$ cat src/rtl/pipeline_pkg.sv
// -----------------------------------------------------------------------------
// pipeline_pkg
// Shared definitions for the 5-stage RV32I pipeline control logic.
//   hazard_state_t : state of the hazard sequencer
//   NOP_INSTR      : encoding of addi x0,x0,0 used for IF/ID bubbles
//   REG_ADDR_W     : register index width
// -----------------------------------------------------------------------------
package pipeline_pkg;

    typedef enum logic [2:0] {
        RUN      = 3'd0,
        LU_STALL = 3'd1,
        IF_WAIT  = 3'd2,
        MEM_WAIT = 3'd3,
        REDIRECT = 3'd4
    } hazard_state_t;

    localparam logic [31:0] NOP_INSTR  = 32'h0000_0013;
    localparam int          REG_ADDR_W = 5;

endpackage : pipeline_pkg

$ cat src/rtl/pipeline_hazard_controller_sat_counter.sv
// -----------------------------------------------------------------------------
// sat_counter
// Up-counter that sticks at all-ones instead of wrapping.
//   clk   : clock, rising edge
//   rst   : asynchronous active-high reset (count -> 0)
//   inc   : add one this cycle (ignored once saturated)
//   clr   : synchronous clear, wins over inc
//   count : current value
// -----------------------------------------------------------------------------
module sat_counter #(
    parameter int W = 16
) (
    input  logic         clk,
    input  logic         rst,
    input  logic         inc,
    input  logic         clr,
    output logic [W-1:0] count
);

    always_ff @(posedge clk or posedge rst) begin
        if (rst) begin
            count <= '0;
        end else if (clr) begin
            count <= '0;
        end else if (inc && (count != {W{1'b1}})) begin
            count <= count + 1'b1;
        end
    end

endmodule : sat_counter

$ cat src/rtl/pipeline_hazard_controller.sv
// -----------------------------------------------------------------------------
// pipeline_hazard_controller
// Central stall/flush sequencer for the 5-stage RV32I pipeline. Every cycle it
// decides whether PC and IF/ID advance, hold or take a bubble, whether ID/EX
// takes a bubble and whether the back end freezes. Controls are combinational
// from the registered state and the current inputs so they steer the same-cycle
// register updates. Also keeps saturating stall/flush counters and a sticky
// fetch-timeout flag.
//
// Ports
//   clk, rst              : clock (rising) / asynchronous active-high reset
//   idRs1, idRs2          : source registers of the ID instruction
//   idUsesRs1, idUsesRs2  : ID instruction actually reads rs1 / rs2
//   exMemRead, exRd       : EX instruction is a load / its destination
//   exRedirect            : taken branch/jump resolved in EX
//   imemReady             : instruction memory delivers this cycle
//   dmemBusy              : data memory not done, MEM must hold
//   pcWrite, ifIdWrite    : PC / IF/ID load enables
//   ifIdBubble            : IF/ID loads a NOP (overrides ifIdWrite)
//   idExBubble            : ID/EX loads a NOP control word
//   backFreeze            : ID/EX, EX/MEM, MEM/WB hold
//   stallCycles           : cycles with pcWrite=0 (saturating)
//   flushCount            : number of redirects (saturating)
//   fetchTimeout          : sticky, set after FETCH_TIMEOUT consecutive waits
// -----------------------------------------------------------------------------
module pipeline_hazard_controller
    import pipeline_pkg::*;
#(
    parameter int REG_ADDR_W    = pipeline_pkg::REG_ADDR_W,
    parameter int CNT_W         = 16,
    parameter int FETCH_TIMEOUT = 64
) (
    input  logic                  clk,
    input  logic                  rst,
    input  logic [REG_ADDR_W-1:0] idRs1,
    input  logic [REG_ADDR_W-1:0] idRs2,
    input  logic                  idUsesRs1,
    input  logic                  idUsesRs2,
    input  logic                  exMemRead,
    input  logic [REG_ADDR_W-1:0] exRd,
    input  logic                  exRedirect,
    input  logic                  imemReady,
    input  logic                  dmemBusy,
    output logic                  pcWrite,
    output logic                  ifIdWrite,
    output logic                  ifIdBubble,
    output logic                  idExBubble,
    output logic                  backFreeze,
    output logic [CNT_W-1:0]      stallCycles,
    output logic [CNT_W-1:0]      flushCount,
    output logic                  fetchTimeout
);

    // The wait counter must be able to hold any legal FETCH_TIMEOUT value.
    localparam int WAIT_W = 16;
    localparam logic [WAIT_W-1:0] TIMEOUT_M1 = WAIT_W'(FETCH_TIMEOUT - 1);

    hazard_state_t     state_reg;
    hazard_state_t     state_next;
    logic              fetch_timeout_reg;
    logic [WAIT_W-1:0] wait_count;

    logic load_use;
    logic sel_mem;
    logic sel_redirect;
    logic sel_lu;
    logic sel_fetch;
    logic wait_inc;
    logic wait_clr;
    logic stall_inc;

    // -------------------------------------------------------------------------
    // Hazard detection. x0 is never a real producer, so exRd==0 cannot stall.
    // -------------------------------------------------------------------------
    always_comb begin
        load_use = exMemRead && (exRd != '0) &&
                   ((idUsesRs1 && (idRs1 == exRd)) ||
                    (idUsesRs2 && (idRs2 == exRd)));
    end

    // -------------------------------------------------------------------------
    // Priority selection, highest first. A frozen back end keeps the EX
    // inputs stable, so a pending redirect or load-use is re-seen afterwards.
    // In REDIRECT the ID slot holds a bubble, so load-use there is spurious.
    // -------------------------------------------------------------------------
    always_comb begin
        sel_mem      = dmemBusy;
        sel_redirect = !dmemBusy && exRedirect;
        sel_lu       = !dmemBusy && !exRedirect && load_use &&
                       (state_reg != REDIRECT);
        sel_fetch    = !dmemBusy && !exRedirect && !sel_lu && !imemReady;
    end

    // -------------------------------------------------------------------------
    // Control outputs and next state.
    // -------------------------------------------------------------------------
    always_comb begin
        pcWrite    = 1'b1;
        ifIdWrite  = 1'b1;
        ifIdBubble = 1'b0;
        idExBubble = 1'b0;
        backFreeze = 1'b0;
        state_next = RUN;

        if (sel_mem) begin
            pcWrite    = 1'b0;
            ifIdWrite  = 1'b0;
            backFreeze = 1'b1;
            state_next = MEM_WAIT;
        end else if (sel_redirect) begin
            ifIdBubble = 1'b1;
            idExBubble = 1'b1;
            state_next = REDIRECT;
        end else if (sel_lu) begin
            pcWrite    = 1'b0;
            ifIdWrite  = 1'b0;
            idExBubble = 1'b1;
            state_next = LU_STALL;
        end else if (sel_fetch) begin
            pcWrite    = 1'b0;
            ifIdBubble = 1'b1;
            state_next = IF_WAIT;
        end

        // Reset overrides everything: keep the pipeline filled with bubbles.
        if (rst) begin
            pcWrite    = 1'b0;
            ifIdWrite  = 1'b0;
            ifIdBubble = 1'b1;
            idExBubble = 1'b1;
            backFreeze = 1'b0;
            state_next = RUN;
        end
    end

    always_ff @(posedge clk or posedge rst) begin
        if (rst) begin
            state_reg <= RUN;
        end else begin
            state_reg <= state_next;
        end
    end

    // -------------------------------------------------------------------------
    // Fetch-wait tracking. The wait count holds while the data side freezes
    // the pipeline; otherwise any cycle that is not a fetch wait clears it.
    // -------------------------------------------------------------------------
    always_comb begin
        wait_inc  = sel_fetch;
        wait_clr  = !dmemBusy && !sel_fetch;
        stall_inc = !rst && !pcWrite;
    end

    always_ff @(posedge clk or posedge rst) begin
        if (rst) begin
            fetch_timeout_reg <= 1'b0;
        end else if (wait_inc && (wait_count >= TIMEOUT_M1)) begin
            fetch_timeout_reg <= 1'b1;
        end
    end

    assign fetchTimeout = fetch_timeout_reg;

    // -------------------------------------------------------------------------
    // Counters
    // -------------------------------------------------------------------------
    sat_counter #(.W(CNT_W)) u_stall_cnt (
        .clk   (clk),
        .rst   (rst),
        .inc   (stall_inc),
        .clr   (1'b0),
        .count (stallCycles)
    );

    sat_counter #(.W(CNT_W)) u_flush_cnt (
        .clk   (clk),
        .rst   (rst),
        .inc   (sel_redirect),
        .clr   (1'b0),
        .count (flushCount)
    );

    sat_counter #(.W(WAIT_W)) u_wait_cnt (
        .clk   (clk),
        .rst   (rst),
        .inc   (wait_inc),
        .clr   (wait_clr),
        .count (wait_count)
    );

endmodule : pipeline_hazard_controller

$ cat config.mk
export PLATFORM = sky130hd
export DESIGN_NAME = pipeline_hazard_controller
export DESIGN_NICKNAME = d
export VERILOG_FILES = /design/src/rtl/pipeline_pkg.sv /design/src/rtl/pipeline_hazard_controller_sat_counter.sv /design/src/rtl/pipeline_hazard_controller.sv
export SDC_FILE = /design/constraint.sdc
export NUM_CORES = 1
export LEC_CHECK = 0
export ABC_CLOCK_PERIOD_IN_PS = 5000
export BUFFER_PORTS_ARGS = -buffer_cell sky130_fd_sc_hd__buf_2
export CAP_MARGIN = 15
export CORE_MARGIN = 4
export CORE_UTILIZATION = 59
export DETAILED_ROUTE_END_ITERATION = 12
export HOLD_SLACK_MARGIN = 0.02
export PLACE_DENSITY = 0.95
export SLEW_MARGIN = 20
export SYNTH_ARGS = -nofsm -noshare
export SYNTH_HDL_FRONTEND = slang
export SYNTH_SLANG_ARGS = --single-unit
$ cat constraint.sdc
create_clock -name clk -period 5 [get_ports clk]
set_input_delay 0.5 -clock clk [delete_from_list [all_inputs] [get_ports clk]]
set_output_delay 0.5 -clock clk [all_outputs]
set_load 0.02 [all_outputs]
Word-level counts from Yosys, hierarchy flattened
Index checks and enable logic that the tools add are counted.
{"block": "totals", "regBits": 52, "latchBits": 0, "ramBits": 0, "mem_bits_ro": 0, "inputBits": 23, "output_inout_bits": 38, "wordCells": 68, "n_memories": 0}
{"block": "classes", "add_sub_neg": 3, "multipliers": 0, "n_div": 0, "order_cmp": 1, "n_eq_ne": 6, "shift": 0, "mux": 27, "bitwise_logic": 0, "n_reduce_logical": 26}
{"op": "adder 16 x 1 -> 16 bit, second input constant", "n": 3}
{"op": "inequality test 16 bit, second input constant", "n": 3}
{"op": "two-way mux 16 bit", "n": 2}
{"op": "two-way mux 1 bit", "n": 20}
{"op": ">= comparator 16 x 6 -> 1 bit, second input constant", "n": 1}
{"op": "logical AND 1 bit", "n": 16}
{"op": "== test 5 bit", "n": 2}
{"op": "two-way mux 3 bit", "n": 3}
{"op": "logical NOT 1 bit", "n": 7}
{"op": "nonzero test 5 bit", "n": 1}
{"op": "two-way mux 2 bit", "n": 2}
{"op": "inequality test 3 bit, second input constant", "n": 1}
{"op": "nonzero test 2 bit", "n": 1}
{"op": "logical OR 1 bit", "n": 1}

Logic depth before layout (Yosys ltp)
{"block": "logic_depth", "ltp_word": 17, "mapped_depth": 8, "mapped_depth_nobuf": 7}

Cells and area by module
Synthesis repeated with hierarchy kept, for this count alone.
{"block": "unflattened", "cells_unflattened": 358, "area_unflattened_um2": 3211.8}
{"mod": "sat_counter", "n_inst": 3, "cells_per_inst": 101, "area_each_um2": 932.1}
{"mod": "pipeline_hazard_controller", "n_inst": 1, "cells_per_inst": 55, "area_each_um2": 415.4}

Worst setup path after synthesis
Ideal clock, no wire load.
{"block": "synth_timing", "path_type": "input to output", "from": "input rst", "to": "output idExBubble", "t_arrival_ns": 2.499, "setup_slack_ns": 2.001, "cell_stages": 3, "path_cell_list": "clkbuf_1 inv_1 o21ai_0"}
{"block": "synth_between", "elab_chain_cells": 1}
{"element": "from (decl)", "line": "pipeline_hazard_controller.sv:34", "rtl": "input logic rst,"}
{"element": "two-way mux 1 bit", "line": "pipeline_hazard_controller.sv:126", "rtl": "if (rst) begin"}
{"element": "to (decl)", "line": "pipeline_hazard_controller.sv:47", "rtl": "output logic idExBubble,"}
No other way between the ends.

Worst setup path after layout
{"block": "layout_timing", "from": "register state_reg[1]", "to": "output pcWrite"}
{"block": "layout_between", "elab_chain_cells": 10}
{"element": "from (decl)", "line": "pipeline_hazard_controller.sv:58", "rtl": "hazard_state_t state_reg;"}
{"element": "from (signal assigned)", "line": "pipeline_hazard_controller.sv:140", "rtl": "state_reg <= state_next;"}
{"element": "inequality test 3 bit *", "line": "pipeline_hazard_controller.sv:90", "rtl": "(state_reg != REDIRECT);"}
{"element": "logical AND 1 bit *", "line": "pipeline_hazard_controller.sv:89", "rtl": "sel_lu = !dmemBusy && !exRedirect && load_use &&"}
{"element": "logical NOT 1 bit", "line": "pipeline_hazard_controller.sv:91", "rtl": "sel_fetch = !dmemBusy && !exRedirect && !sel_lu && !imemReady;"}
{"element": "logical AND 1 bit (2 in a row)", "line": "pipeline_hazard_controller.sv:91"}
{"element": "two-way mux 1 bit", "line": "pipeline_hazard_controller.sv:119", "rtl": "end else if (sel_fetch) begin"}
{"element": "two-way mux 1 bit *", "line": "pipeline_hazard_controller.sv:114", "rtl": "end else if (sel_lu) begin"}
{"element": "two-way mux 1 bit *", "line": "pipeline_hazard_controller.sv:110", "rtl": "end else if (sel_redirect) begin"}
{"element": "two-way mux 1 bit *", "line": "pipeline_hazard_controller.sv:105", "rtl": "if (sel_mem) begin"}
{"element": "two-way mux 1 bit *", "line": "pipeline_hazard_controller.sv:126"}
{"element": "to (decl)", "line": "pipeline_hazard_controller.sv:44", "rtl": "output logic pcWrite,"}
Every way passes the cells marked *; elsewhere a longest branch is shown, timed or not.

==> metrics.csv <==
metric,value,unit
syn-cell-area,2830,um^2
cp-start-kind,flip-flop,
rows,24,
ys_seq_area_share,46.0,%
synth.area.top_cells,"dfrtp_1 46%, xnor2_1 8.4%, xor2_1 4.6%",
cts.path.max_buffers,2,
worstPathArrival,2050,ps
antennaDiodeCount,0,
routed_wl,6400,um
finalHoldViolCount,0,
grt_max_degree,41,
syn_nets,307,
antenna_found_initial,0,
dp_hpwl,4670,um
start_util,62.9,%
slew_violations,0,
pwr-share-comb,24.6,%
overflow,0,
r2r_setup_slack,2770,ps
io_pins,61,
cts_buffers,5,
num_vias,2407,
crit_path_end_kind,output pin,
switching_power,0.000383,W
required,4500,ps
drt-initial-drc-count,303,
die-area,5970,um^2
synth_xor_area_share,13.0,%
power.density,340,nW/um^2
worstPathCellList,o311ai_1 -> nor2_4 -> nand2_1 -> a21oi_1 -> nor3_1 -> buf_2,
clock_latency,310,ps
fin_crit_sh,51.0,%
finalClockSkew,4.31,ps
die_y,77.3,um
switching_share,34.2,%
grt_pass1_wl,11000,um
portBuffers,60,
ctsResizeCount,0,
synth_top_family_by_area,simple AND/OR/NAND/NOR gates,
hp-class,input pin to asynchronous set/reset pin,
synth_cell_types,48,
cts_tree,done,
ant_nets,0,
synth_top_area_share,46.0,%
reg2reg_to,u_stall_cnt.count[1]$_DFFE_PP0P_,
routed_via_density,6.08,
cp_max_fo,8,
largest_registers,"u_flush_cnt.count (16), u_stall_cnt.count (16), u_wait_cnt.count (16)",
r2r_start,u_stall_cnt.count[0]$_DFFE_PP0P_,
synth_top_area_cell,dfrtp_1,
die_width,77.3,um
routedWlPerCell,16.2,um
drive_gt1_share,25.9,%
yosys.area_share.simple,23.7,%
fin_total_pwr,0.00112,W
internal_power,0.000736,W
place_congestion,0.907,
ir_worst_vdd,0.268,mV
root_buffer,clkbuf_8,
leakage,1.54,nW
first_pass_iters,4,
rsz0062_at_grt,no,
area_delta_synth_final,16.2,%
path_clk_slew,100,ps
endpoint,pcWrite,
reg2regPathDepth,6,
synth-edff-count,0,
synthAdderAreaFrac,1.33,%
cts_hold_buf,0,
tightest_slew,743,ps
drc,0,
worstSetupPathType,flip-flop to output pin,
grt_util_all_layers,22.8,%
ys_warn_count,0,
ys_ff_latch,52,
cts.sinks,52,
fmax,392,MHz
setup_viol,0,
synth_flop_cell,dfrtp_1,
tns,0,ps
outcome,"finished, final reports clean",
post-cts-setup-buffers,0,
clockPowerShare,26.5,%
crit_path_top_delay_cell,o311ai_1,
grt_pass1_vias,2377,
final_nets,369,
syn_inst,281,
syn_area_per_cell,10.1,um^2
synth_compound_area_share,12.2,%
min_period,2550,ps
cp_slowest_stage_delay,630,ps
muxShareOfSynthArea,1.28,%
relSlewSlack,50.5,%
h-tree-depth,2,
power_frac_seq,48.9,%
crit_start,state_reg[1]$_DFF_PP0_,
async_flop_share,100,%
cap_violations,0,
core_area,4500,um^2
==> power by group through the flow <==
| stage | Combinational (W) | Clock, W | Sequential [W] |
|---|---|---|---|
| floorplan | 0.000121 | 0 | 0.000606 |
| global placement | 0.000268 | 0 | 0.000550 |
| detailed placement | 0.000279 | 0 | 0.000553 |
| CTS | 0.000279 | 0.000301 | 0.000546 |
| global route | 0.000302 | 0.000323 | 0.000559 |
| finish | 0.000275 | 0.000296 | 0.000548 |
==> Yosys cell counts (2+ instances only) <==
cell	count
nor2_4	2
xnor2_1	27
and3_1	13
nor3_1	12
nor4_2	3
nand4_1	9
buf_2	3
a31oi_1	6
nand2_1	18
a21oi_1	15
inv_1	10
a211oi_1	3
and4_1	6
clkbuf_1	2
nor2_1	24
and2_1	3
nor4_1	4
dfrtp_1	52
ha_1	3
a21boi_4	2
nand3_1	18
o21ai_0	6
xor2_1	15
==> stage by stage <==
stage | utilization (%) | hold WS (ps) | cell area (um^2) | setup WS (ps) | cells
after floorplan | - | 520 | 2830 | 2000 | 281
after global placement | 70.5 | 437 | 3170 | 2500 | 388
after detailed placement | 70.5 | 443 | 3170 | 2490 | 388
after CTS | 73.0 | 248 | 3290 | 2440 | 396
after global routing | 73.0 | 264 | 3290 | 2200 | 396
final | 73.0 | 257 | 3290 | 2450 | 396
==> worst max-delay path, delay by kind of cell, from the launching register on <==
family | cells | cell delay, ps
buffers and inverters | 1 | 190
flip-flops | 1 | 370
AO/OA/AOI/OAI | 2 | 710
AND/OR/NAND/NOR | 3 | 470
==> layout by cell type (no fill, tap or decap), types with 4 or more instances in the layout <==
master	n
clkbuf_8	5
xor2_1	15
buf_2	60
nand2_1	18
and3_1	13
o21ai_0	6
and4_1	6
nor4_1	4
dfrtp_1	52
a21oi_1	15
xnor2_1	27
nor2_1	24
nand3_1	18
a31oi_1	6
nand4_1	9
nor3_1	12
inv_1	9
==> metal layers <==
layer | up-vias | part of all wire (%) | global-route usage [%]
li1 | 1128 | - | -
met1 | 1150 | 41 | 28.4
met2 | 114 | 48 | 37.4
met3 | 15 | 8.8 | 6.44
met4 | 0 | 2.3 | 8.54
met5 | - | 0 | 0
==> cell families after synthesis <==
logic type,after synthesis
simple gates,120
flops,52
fa+ha+maj,3
xor+xnor,42
mux,3
buf+inv,17
compound gates,44
==> final cells by class <==
| type | count | area [um^2] |
|---|---|---|
| Clock inverter | 3 | 46.3 |
| Tap cell | 52 | 65.1 |
| Multi-Input combinational cell | 212 | 1460 |
| Fill cell | 322 | 1210 |
| Inverter | 11 | 41.3 |
| Sequential cell | 52 | 1300 |
| Clock buffer | 5 | 68.8 |
| Timing Repair Buffer | 61 | 308 |
==> how the worst min path moves through the flow <==
| stage | slack, ps | to | startpoint | cells after the start |
|---|---|---|---|---|
| 2_1_floorplan | 520 | u_wait_cnt.count[2]$_DFFE_PP0P_ | u_wait_cnt.count[2]$_DFFE_PP0P_ | 2 |
| 4_1_cts | 250 | u_wait_cnt.count[14]$_DFFE_PP0P_ | rst | 2 |
| 5_1_grt | 260 | u_wait_cnt.count[13]$_DFFE_PP0P_ | rst | 2 |
| 3_5_place_dp | 440 | fetchTimeout$_DFFE_PP0P_ | fetchTimeout$_DFFE_PP0P_ | 1 |
| 6_report | 260 | u_wait_cnt.count[6]$_DFFE_PP0P_ | rst | 2 |
| 3_3_place_gp | 440 | fetchTimeout$_DFFE_PP0P_ | fetchTimeout$_DFFE_PP0P_ | 1 |
Power figures use the tool's default switching activity.
